--- src/rtl/cpu_bus_pkg.sv ---
// Shared CPU bus package.
// Holds the bus geometry, the source index map used by the datapath and the
// control unit, the encoded-select type and the bus FSM state type.
// The parity output is present only when BUS_PARITY_EN is defined; that
// macro is consumed in bus_source_mux_if.sv and bus_source_mux.sv.
package cpu_bus_pkg;

  localparam int DATA_WIDTH = 32;  // bus width in bits
  localparam int NUM_SRC    = 24;  // number of bus sources
  localparam int SEL_W      = 5;   // encoded select width, 2**SEL_W >= NUM_SRC
  localparam int CNT_W      = 8;   // conflict counter width

  // Source index map: bit i of src_out / slot i of src_data.
  localparam int SRC_R0  = 0,  SRC_R1  = 1,  SRC_R2  = 2,  SRC_R3  = 3;
  localparam int SRC_R4  = 4,  SRC_R5  = 5,  SRC_R6  = 6,  SRC_R7  = 7;
  localparam int SRC_R8  = 8,  SRC_R9  = 9,  SRC_R10 = 10, SRC_R11 = 11;
  localparam int SRC_R12 = 12, SRC_R13 = 13, SRC_R14 = 14, SRC_R15 = 15;
  localparam int SRC_HI     = 16;
  localparam int SRC_LO     = 17;
  localparam int SRC_ZHIGH  = 18;
  localparam int SRC_ZLOW   = 19;
  localparam int SRC_PC     = 20;
  localparam int SRC_MDR    = 21;
  localparam int SRC_INPORT = 22;
  localparam int SRC_CSIGN  = 23;

  typedef logic [SEL_W-1:0] sel_t;

  // Bus driver state; DRIVE means BusMuxOut was loaded on the last edge.
  typedef enum logic {
    BUS_IDLE  = 1'b0,
    BUS_DRIVE = 1'b1
  } bus_state_t;

  localparam logic [CNT_W-1:0] CNT_MAX = '1;

endpackage

--- src/rtl/bus_source_mux_if.sv ---
// Bus source interface.
// Groups the per-source strobes and data with the registered bus outputs.
//   src_out       : per-source out-enable strobes (bit i = source i)
//   src_data      : flattened source values, source i at [i*DATA_WIDTH +: DATA_WIDTH]
//   BusMuxOut     : registered bus value
//   bus_valid     : BusMuxOut was loaded by a request on the previous edge
//   bus_sel       : encoded index of the source on the bus
//   conflict      : registered pulse, more than one strobe was high
//   conflict_seen : sticky conflict flag
//   conflict_cnt  : saturating count of conflict cycles
//   bus_parity    : XOR reduction of BusMuxOut (only with BUS_PARITY_EN)
// Handshake: there is no backpressure. A source requests the bus by raising
// its src_out bit for one cycle; the value is on BusMuxOut after the next
// edge and bus_valid qualifies it for exactly that cycle. Nothing is queued.
// Modports: master = the datapath side offering sources, slave = the mux.
interface bus_source_mux_if;
  import cpu_bus_pkg::*;

  logic [NUM_SRC-1:0]            src_out;
  logic [NUM_SRC*DATA_WIDTH-1:0] src_data;
  logic [DATA_WIDTH-1:0]         BusMuxOut;
  logic                          bus_valid;
  sel_t                          bus_sel;
  logic                          conflict;
  logic                          conflict_seen;
  logic [CNT_W-1:0]              conflict_cnt;
`ifdef BUS_PARITY_EN
  logic                          bus_parity;
`endif

  modport master (
    output src_out, src_data,
    input  BusMuxOut, bus_valid, bus_sel, conflict, conflict_seen, conflict_cnt
`ifdef BUS_PARITY_EN
    , input bus_parity
`endif
  );

  modport slave (
    input  src_out, src_data,
    output BusMuxOut, bus_valid, bus_sel, conflict, conflict_seen, conflict_cnt
`ifdef BUS_PARITY_EN
    , output bus_parity
`endif
  );

endinterface

--- src/rtl/bus_prio_encoder.sv ---
// Combinational lowest-index-first priority encoder.
//   req   : request bits, one per source
//   sel   : index of the lowest set bit (0 when no bit is set)
//   any   : at least one bit set
//   multi : more than one bit set
// Also used by the control unit's register-select decode.
module bus_prio_encoder
  import cpu_bus_pkg::*;
#(
  parameter int N   = NUM_SRC,
  parameter int SW  = SEL_W
) (
  input  logic [N-1:0]  req,
  output logic [SW-1:0] sel,
  output logic          any,
  output logic          multi
);

  // Scan from the top down so the lowest set index is the last to assign.
  always_comb begin
    sel = '0;
    for (int i = N - 1; i >= 0; i--) begin
      if (req[i]) sel = SW'(i);
    end
  end

  assign any   = |req;
  // Clearing the lowest set bit leaves something only if two or more were set.
  assign multi = (req & (req - N'(1))) != '0;

endmodule

--- src/rtl/bus_source_mux.sv ---
// Shared CPU bus driver.
// Resolves the per-source out-enable strobes onto the registered BusMuxOut,
// lowest source index first, with one cycle of latency. Idle cycles hold
// the bus value and select; conflicts (several strobes at once) are flagged
// as a pulse, a sticky flag and a saturating counter.
// Ports:
//   clock : rising-edge clock
//   clear : asynchronous active-low reset
//   bus   : bus_source_mux_if.slave (strobes/data in, bus/status out)
// Optional: define BUS_PARITY_EN to add bus.bus_parity, the registered XOR
// reduction of the value loaded into BusMuxOut.
module bus_source_mux
  import cpu_bus_pkg::*;
(
  input  logic               clock,
  input  logic               clear,
  bus_source_mux_if.slave    bus
);

  sel_t                  enc_sel;
  logic                  enc_any;
  logic                  enc_multi;
  logic [DATA_WIDTH-1:0] win_data;

  bus_prio_encoder #(.N(NUM_SRC), .SW(SEL_W)) u_enc (
    .req   (bus.src_out),
    .sel   (enc_sel),
    .any   (enc_any),
    .multi (enc_multi)
  );

  // enc_sel never exceeds NUM_SRC-1, so the slice always lands on real data.
  always_comb begin
    win_data = bus.src_data[int'(enc_sel)*DATA_WIDTH +: DATA_WIDTH];
  end

  // ---------------- FSM: IDLE/DRIVE ----------------
  bus_state_t state_q, state_d;
  logic       valid_o;

  always_ff @(posedge clock or negedge clear) begin
    if (!clear) state_q <= BUS_IDLE;
    else        state_q <= state_d;
  end

  always_comb begin
    state_d = state_q;
    case (state_q)
      BUS_IDLE:  if (enc_any)  state_d = BUS_DRIVE;
      BUS_DRIVE: if (!enc_any) state_d = BUS_IDLE;
      default:   state_d = BUS_IDLE;
    endcase
  end

  always_comb begin
    valid_o = (state_q == BUS_DRIVE);
  end

  // ---------------- datapath ----------------
  logic [DATA_WIDTH-1:0] bus_q;
  sel_t                  sel_q;
  logic                  conf_q;
  logic                  seen_q;
  logic [CNT_W-1:0]      cnt_q;

  always_ff @(posedge clock or negedge clear) begin
    if (!clear) begin
      bus_q  <= '0;
      sel_q  <= '0;
      conf_q <= 1'b0;
      seen_q <= 1'b0;
      cnt_q  <= '0;
    end else begin
      // multi implies any, so an idle cycle always clears the pulse.
      conf_q <= enc_multi;
      if (enc_any) begin
        bus_q <= win_data;
        sel_q <= enc_sel;
      end
      if (enc_multi) begin
        seen_q <= 1'b1;
        if (cnt_q != CNT_MAX) cnt_q <= cnt_q + CNT_W'(1);
      end
    end
  end

  assign bus.BusMuxOut     = bus_q;
  assign bus.bus_sel       = sel_q;
  assign bus.bus_valid     = valid_o;
  assign bus.conflict      = conf_q;
  assign bus.conflict_seen = seen_q;
  assign bus.conflict_cnt  = cnt_q;

`ifdef BUS_PARITY_EN
  logic par_q;

  always_ff @(posedge clock or negedge clear) begin
    if (!clear)       par_q <= 1'b0;
    else if (enc_any) par_q <= ^win_data;
  end

  assign bus.bus_parity = par_q;
`endif

endmodule
--- src/flat_wrapper.sv ---
// flat-port wrapper written by rule: the top's interface ports become plain ports
module bus_source_mux_flat import cpu_bus_pkg::*;
  (clock, clear, bus_src_out, bus_src_data, bus_BusMuxOut, bus_bus_valid, bus_bus_sel, bus_conflict, bus_conflict_seen, bus_conflict_cnt);
  bus_source_mux_if bus_i ();
  input  logic clock;
  input  logic clear;
  input wire logic [$bits(bus_i.src_out)-1:0] bus_src_out;
  input wire logic [$bits(bus_i.src_data)-1:0] bus_src_data;
  output wire logic [$bits(bus_i.BusMuxOut)-1:0] bus_BusMuxOut;
  output wire logic [$bits(bus_i.bus_valid)-1:0] bus_bus_valid;
  output wire logic [$bits(bus_i.bus_sel)-1:0] bus_bus_sel;
  output wire logic [$bits(bus_i.conflict)-1:0] bus_conflict;
  output wire logic [$bits(bus_i.conflict_seen)-1:0] bus_conflict_seen;
  output wire logic [$bits(bus_i.conflict_cnt)-1:0] bus_conflict_cnt;
  assign bus_i.src_out = bus_src_out;
  assign bus_i.src_data = bus_src_data;
  assign bus_BusMuxOut = bus_i.BusMuxOut;
  assign bus_bus_valid = bus_i.bus_valid;
  assign bus_bus_sel = bus_i.bus_sel;
  assign bus_conflict = bus_i.conflict;
  assign bus_conflict_seen = bus_i.conflict_seen;
  assign bus_conflict_cnt = bus_i.conflict_cnt;
  bus_source_mux u_core (.clock(clock), .clear(clear), .bus(bus_i));
endmodule
--- config.mk ---
export PLATFORM = sky130hd
export DESIGN_NAME = bus_source_mux_flat
export DESIGN_NICKNAME = d
export VERILOG_FILES = /design/src/rtl/cpu_bus_pkg.sv /design/src/rtl/bus_source_mux_if.sv /design/src/rtl/bus_prio_encoder.sv /design/src/rtl/bus_source_mux.sv /design/src/flat_wrapper.sv
export SDC_FILE = /design/constraint.sdc
export NUM_CORES = 1
export LEC_CHECK = 0
export CORE_AREA = 2 2 331 333
export DETAILED_ROUTE_END_ITERATION = 8
export DIE_AREA = 0 0 333 335
export PLACE_DENSITY = 0.41
export SETUP_SLACK_MARGIN = 0.2
export SYNTH_ARGS = -nofsm -noshare
export SYNTH_HDL_FRONTEND = slang
export SYNTH_HIERARCHICAL = 1
export SYNTH_SLANG_ARGS = --single-unit
--- constraint.sdc ---
create_clock -name clock -period 2.9 [get_ports clock]
set_input_delay 0.725 -clock clock [delete_from_list [all_inputs] [get_ports clock]]
set_output_delay 0.725 -clock clock [all_outputs]
set_load 0.05 [all_outputs]
Word-level counts from Yosys, hierarchy flattened
Cells that the tools add are included.
{"block": "op_classes", "add_sub_neg": 2, "n_eq_ne": 1, "n_shift": 1, "muxes": 25, "n_bitwise": 1, "reduce_logical": 3}
{"cell": "indexed part select 768 x 11 -> 32 bit", "n": 1}
{"cell": "2-to-1 mux 5 bit", "n": 24}
{"cell": "bitwise AND 24 bit", "n": 1}
{"cell": "nonzero test 24 bit", "n": 1}
{"cell": "OR reduction 24 bit", "n": 1}
{"cell": "subtractor 24 x 1 -> 24 bit, second input constant", "n": 1}
{"cell": "adder 8 x 1 -> 8 bit, second input constant", "n": 1}
{"cell": "!= test 8 bit, second input constant", "n": 1}
{"cell": "AND reduction 2 bit", "n": 1}
{"cell": "2-to-1 mux 1 bit", "n": 1}
{"block": "totals", "register_bits": 48}

Logic depth before layout (Yosys ltp)
Gate-level depths: netlist (run 1).
{"block": "depth", "depth_word": 25, "ltp_mapped": 13, "depth_no_buf": 9}

Cells and area by module
The synthesis (run 1) kept the hierarchy.
{"module": "bus_source_mux", "instances": 1, "cells_per_inst": 1009, "area_each_um2": 8308.0, "seq_area_each_um2": 1201.2}
{"module": "bus_prio_encoder", "instances": 1, "cells_per_inst": 84, "area_each_um2": 514.2, "seq_area_each_um2": 0.0}

Worst setup path after synthesis (run 1)
OpenSTA, ideal clock, no wires.
{"block": "synth_path", "kind": "in2reg", "startpoint": "input port bus_src_out[10]", "endpoint": "register u_core.bus_q[29] (netlist: u_core/bus.BusMuxOut[29])", "setup_ps": 129, "t_arrival_ps": 2931, "setup_slack_ps": -159, "stages": 9, "path_buffers": 2, "path_cell_list": "or3_1 > a211oi_1 > o41ai_1 > a221oi_1 > buf_6 > buf_6 > mux4_2 > o21a_1 > a2111o_1"}
{"block": "synth_between", "elab_chain_len": 12, "elab_cells_between_ends": 13, "cone_classes": "shift: 1; mux: 11; reduce/logical: 1"}
{"item": "start: declaration", "line": "flat_wrapper.sv:7", "source": "input wire logic [$bits(bus_i.src_out)-1:0] bus_src_out;"}
{"item": "2-to-1 mux 5 bit (11 in series)", "line": "bus_prio_encoder.sv:23", "source": "if (req[i]) sel = SW'(i);"}
{"item": "via u_core.enc_sel[0]", "line": "bus_source_mux.sv:20", "source": "sel_t enc_sel;"}
{"item": "indexed part select 768 x 11 -> 32 bit", "line": "bus_source_mux.sv:34", "source": "win_data = bus.src_data[int'(enc_sel)*DATA_WIDTH +: DATA_WIDTH];"}
{"item": "end signal: assignment", "line": "bus_source_mux.sv:77", "source": "bus_q <= win_data;"}
{"item": "end: declaration", "line": "bus_source_mux.sv:60", "source": "logic [DATA_WIDTH-1:0] bus_q;"}
The timed path passes the listed nets, and every way through them passes these cells.
A chain may end at the register's enable or synchronous reset.

Worst setup path in the final report (run 1)
{"block": "layout_path", "startpoint": "input port bus_src_out[12]", "endpoint": "register u_core.bus_q[10] (netlist: u_core/bus.BusMuxOut[10])"}
{"block": "layout_between", "elab_chain_len": 14, "elab_cells_between_ends": 15, "cone_classes": "shift: 1; mux: 13; reduce/logical: 1"}
{"item": "2-to-1 mux 5 bit (13 in series)", "line": "bus_prio_encoder.sv:23"}
{"item": "via u_core.enc_sel[0]", "line": "bus_source_mux.sv:20"}
{"item": "indexed part select 768 x 11 -> 32 bit", "line": "bus_source_mux.sv:34"}
The timed path passes the listed nets, and every way through them passes these cells.

==> results of run 1 <==
[synth_stat cells, types with 11 or more instances]
| cell type | instances |
|---|---|
| buf_1 | 11 |
| a31oi_1 | 61 |
| nand2_1 | 102 |
| nand3_1 | 65 |
| dfrtp_1 | 48 |
| clkbuf_1 | 38 |
| a22oi_1 | 94 |
| nor2_1 | 47 |
| a21oi_1 | 97 |
| mux2i_1 | 373 |
| buf_4 | 23 |
| buf_2 | 21 |
[per-stage QoR]
step | util, % | setup TNS, ns | cell area [um2]
global route | 22.9 | -11.68 | 24800
CTS | 21.4 | -8.16 | 23100
detailed placement | 19.6 | -49.83 | 21200
floorplan | - | -0.318 | 8920
global placement | 19.6 | -49.63 | 21200
finish | 22.9 | -9.48 | 24800
[registers in the layout, indices dropped and copies added, names as in the netlist]
register                  count
u_core/bus.BusMuxOut         32
u_core/bus.bus_sel            5
u_core/bus.bus_valid          1
u_core/bus.conflict           1
u_core/bus.conflict_cnt       8
u_core/bus.conflict_seen      1
[final cells by class]
class | instances | area (um2) | share of cell area, %
Multi-Input combinational cell | 935 | 8530 | 34.5
Timing Repair Buffer | 1245 | 13000 | 52.5
Antenna cell | 9 | 22.5 | 0.0909
Inverter | 8 | 40.0 | 0.162
Sequential cell | 48 | 1200 | 4.85
Clock buffer | 5 | 125 | 0.505
Clock inverter | 3 | 68.8 | 0.278
Tap cell | 1414 | 1770 | 7.14
[power breakdown]
part	internal (mW)	total, mW	switching [mW]
registers	0.730	0.780	0.0498
logic	2.18	3.76	1.58
clock network	0.503	0.939	0.436
[kinds of logic after synthesis]
family          synth area share [%]
mux                             44.7
xor+xnor                       0.695
fa+ha+maj                      0.383
buf+inv                         6.72
compound gates                  20.6
simple gates                    13.2
flops                           13.6
[critical path: stages]
cell and delay [ns]:
buf_6 0.09, or3_4 0.39, a211oi_4 0.30, o41ai_4 0.13, a221oi_4 0.34, buf_6 0.16
buf_12 0.14, buf_16 0.16, mux2i_2 0.34, buf_4 0.20, a22oi_1 0.08, a31oi_1 0.19
buf_4 0.15, a31oi_1 0.08
[worst paths after layout]
| kind | cells past startpoint | slack [ns] | end |
|---|---|---|---|
| min in group clock | 1 | 0.52 | u_core/bus.conflict_cnt[7] |
| max in group asynchronous | 2 | 1.90 | u_core/bus.BusMuxOut[11] |
| setup / recovery | 14 | -0.40 | u_core/bus.BusMuxOut[10] |
| hold reg to reg | 1 | 0.52 | u_core/bus.conflict_cnt[7] |
| setup reg to reg | 5 | 1.33 | u_core/bus.conflict_cnt[7] |
| hold / removal | 1 | 0.31 | u_core/bus.BusMuxOut[21] |
[what timing repair did]
action                                  in CTS  in global routing
buffers inserted                            56                 54
cloned                                       8                  7
resized for setup                          266                209
pin swaps                                   85                 93
endpoints found under the setup margin      48                 47
hold buffers                                 0                  0
[per-layer routing]
layer | share of wire [%] | wire, um | track usage, %
met1 | 42 | 40400 | 19.8
met2 | 49 | 46900 | 27.8
met3 | 7.2 | 6860 | 4.31
met4 | 1.3 | 1220 | 2.80
met5 | 0.17 | 160 | 0
==> reports/summary.txt, run 1 <==
Status: complete, but fails checks
Failing checks: negative setup slack
DRC: 0
Die height: 335 um
Post-synth ARST share: 100%
Top_reg_cell synth: dfrtp_1
DRT Pass-1 Iters: 5
Total power: 5.48 mW
Synth area leaders: mux2i_1 42%, dfrtp_1 14%, a22oi_1 8.0%, a21oi_1 5.5%, nand2_1 4.3%
Die ar.: 112000 um2
F_max: 303 MHz
Setup WS pre-CTS: -1.42 ns
Final Max Tran Viols: 0
Worst-path fanout max: 7
CTS tree: done
Number of global-route vias before repair: 14477
Nets: 3038
Synth area leader: mux2i_1
Die Wd: 333 um
Filler cells: 11935
I/O pin count: 842
RR Startpoint: u_core/bus.conflict_cnt[0]
Most common cell after layout, fill and taps aside: clkdlybuf4s50_1
RSZ-0062 raised after global routing: yes
Mapped Nets: 1888
CP Data Required Time: 3.12 ns
Measured slew at the worst slew-check pin: 0.743 ns
Part of the cycle the worst path needs: 114%
Routed Antenna Nets: 0
Max-cap violations: 0
Num CTS Buffers: 5
Sink Count: 48
Syn avg cell area: 8.07 um2
Vias per cell: 3.78
I/O Buffers: 841
CP Launch Point: bus_src_out[12]
Crit path time final: 3.30 ns
Worst hold slack: 0.312 ns
Placer Congestion: 0.849
Synthesis-stage register bit count: 48
Hold Fails Final Rpt: 0
Maximum vdd drop: 0.000253 V
Worst path arrival time: 3.52 ns
Vias: 13850
P per Cell Area: 221 nW/um2
Synth cell types: 54
Commonest non-fill, non-tap cells in the layout: 815 x clkdlybuf4s50_1, 310 x mux2i_1, 245 x buf_4, 91 x nand2_1, 79 x a21oi_1
Non-Filler Instances: 3667
Initial Util: 8.16%
Lkg Pwr: 9.27 nW
Startpoint types: input pin
Row count: 121
Final setup violation count: 37
WL final: 95600 um
Area Growth Syn to Fin: 181%
Post-synthesis sequential area ratio: 13.6%
Setup Skew: 0.00222 ns
Pin count of the biggest net entering global routing: 33
Starting DRT DRC Count: 630
Setup CP Type: input pin to register
Routed len/inst: 26.1 um
Global-route usage over all layers: 16.0%
Layout cells sized above 1: 29.7%
Synth warn: 6
Hold WC Path Type: input pin to async pin
Placed insts: 3525
Gate Count Post-Synth: 1093
Final HPWL DP: 80100 um
Setup ws final: -0.397 ns
First-pass GRT wire length: 122000 um
H-Tree Depth: 2
CTS root buffer: clkbuf_16
Skew-Pair Late Insertion Delay: 0.34 ns
Core Area: 108000 um2
Clock Path Buffers: 2
Share of the synthesized area in the top cell type: 42.3%
Number of synthesized flops with an enable pin: 0
CTS clk-pin slew, worst paths: 0.11 ns
GRT overflow: 0
Slew headroom: 50.3%
Antenna violations before repair: 45
Crit. End Element: register
Mapped Area: 8820 um2
Power figures use the tool's default switching activity.
==> run 2: changes to the inputs <==
- GPL_ROUTABILITY_DRIVEN: default -> 1
==> results of run 2 <==
Final layout, timing and power as in run 1 (identical DEF).
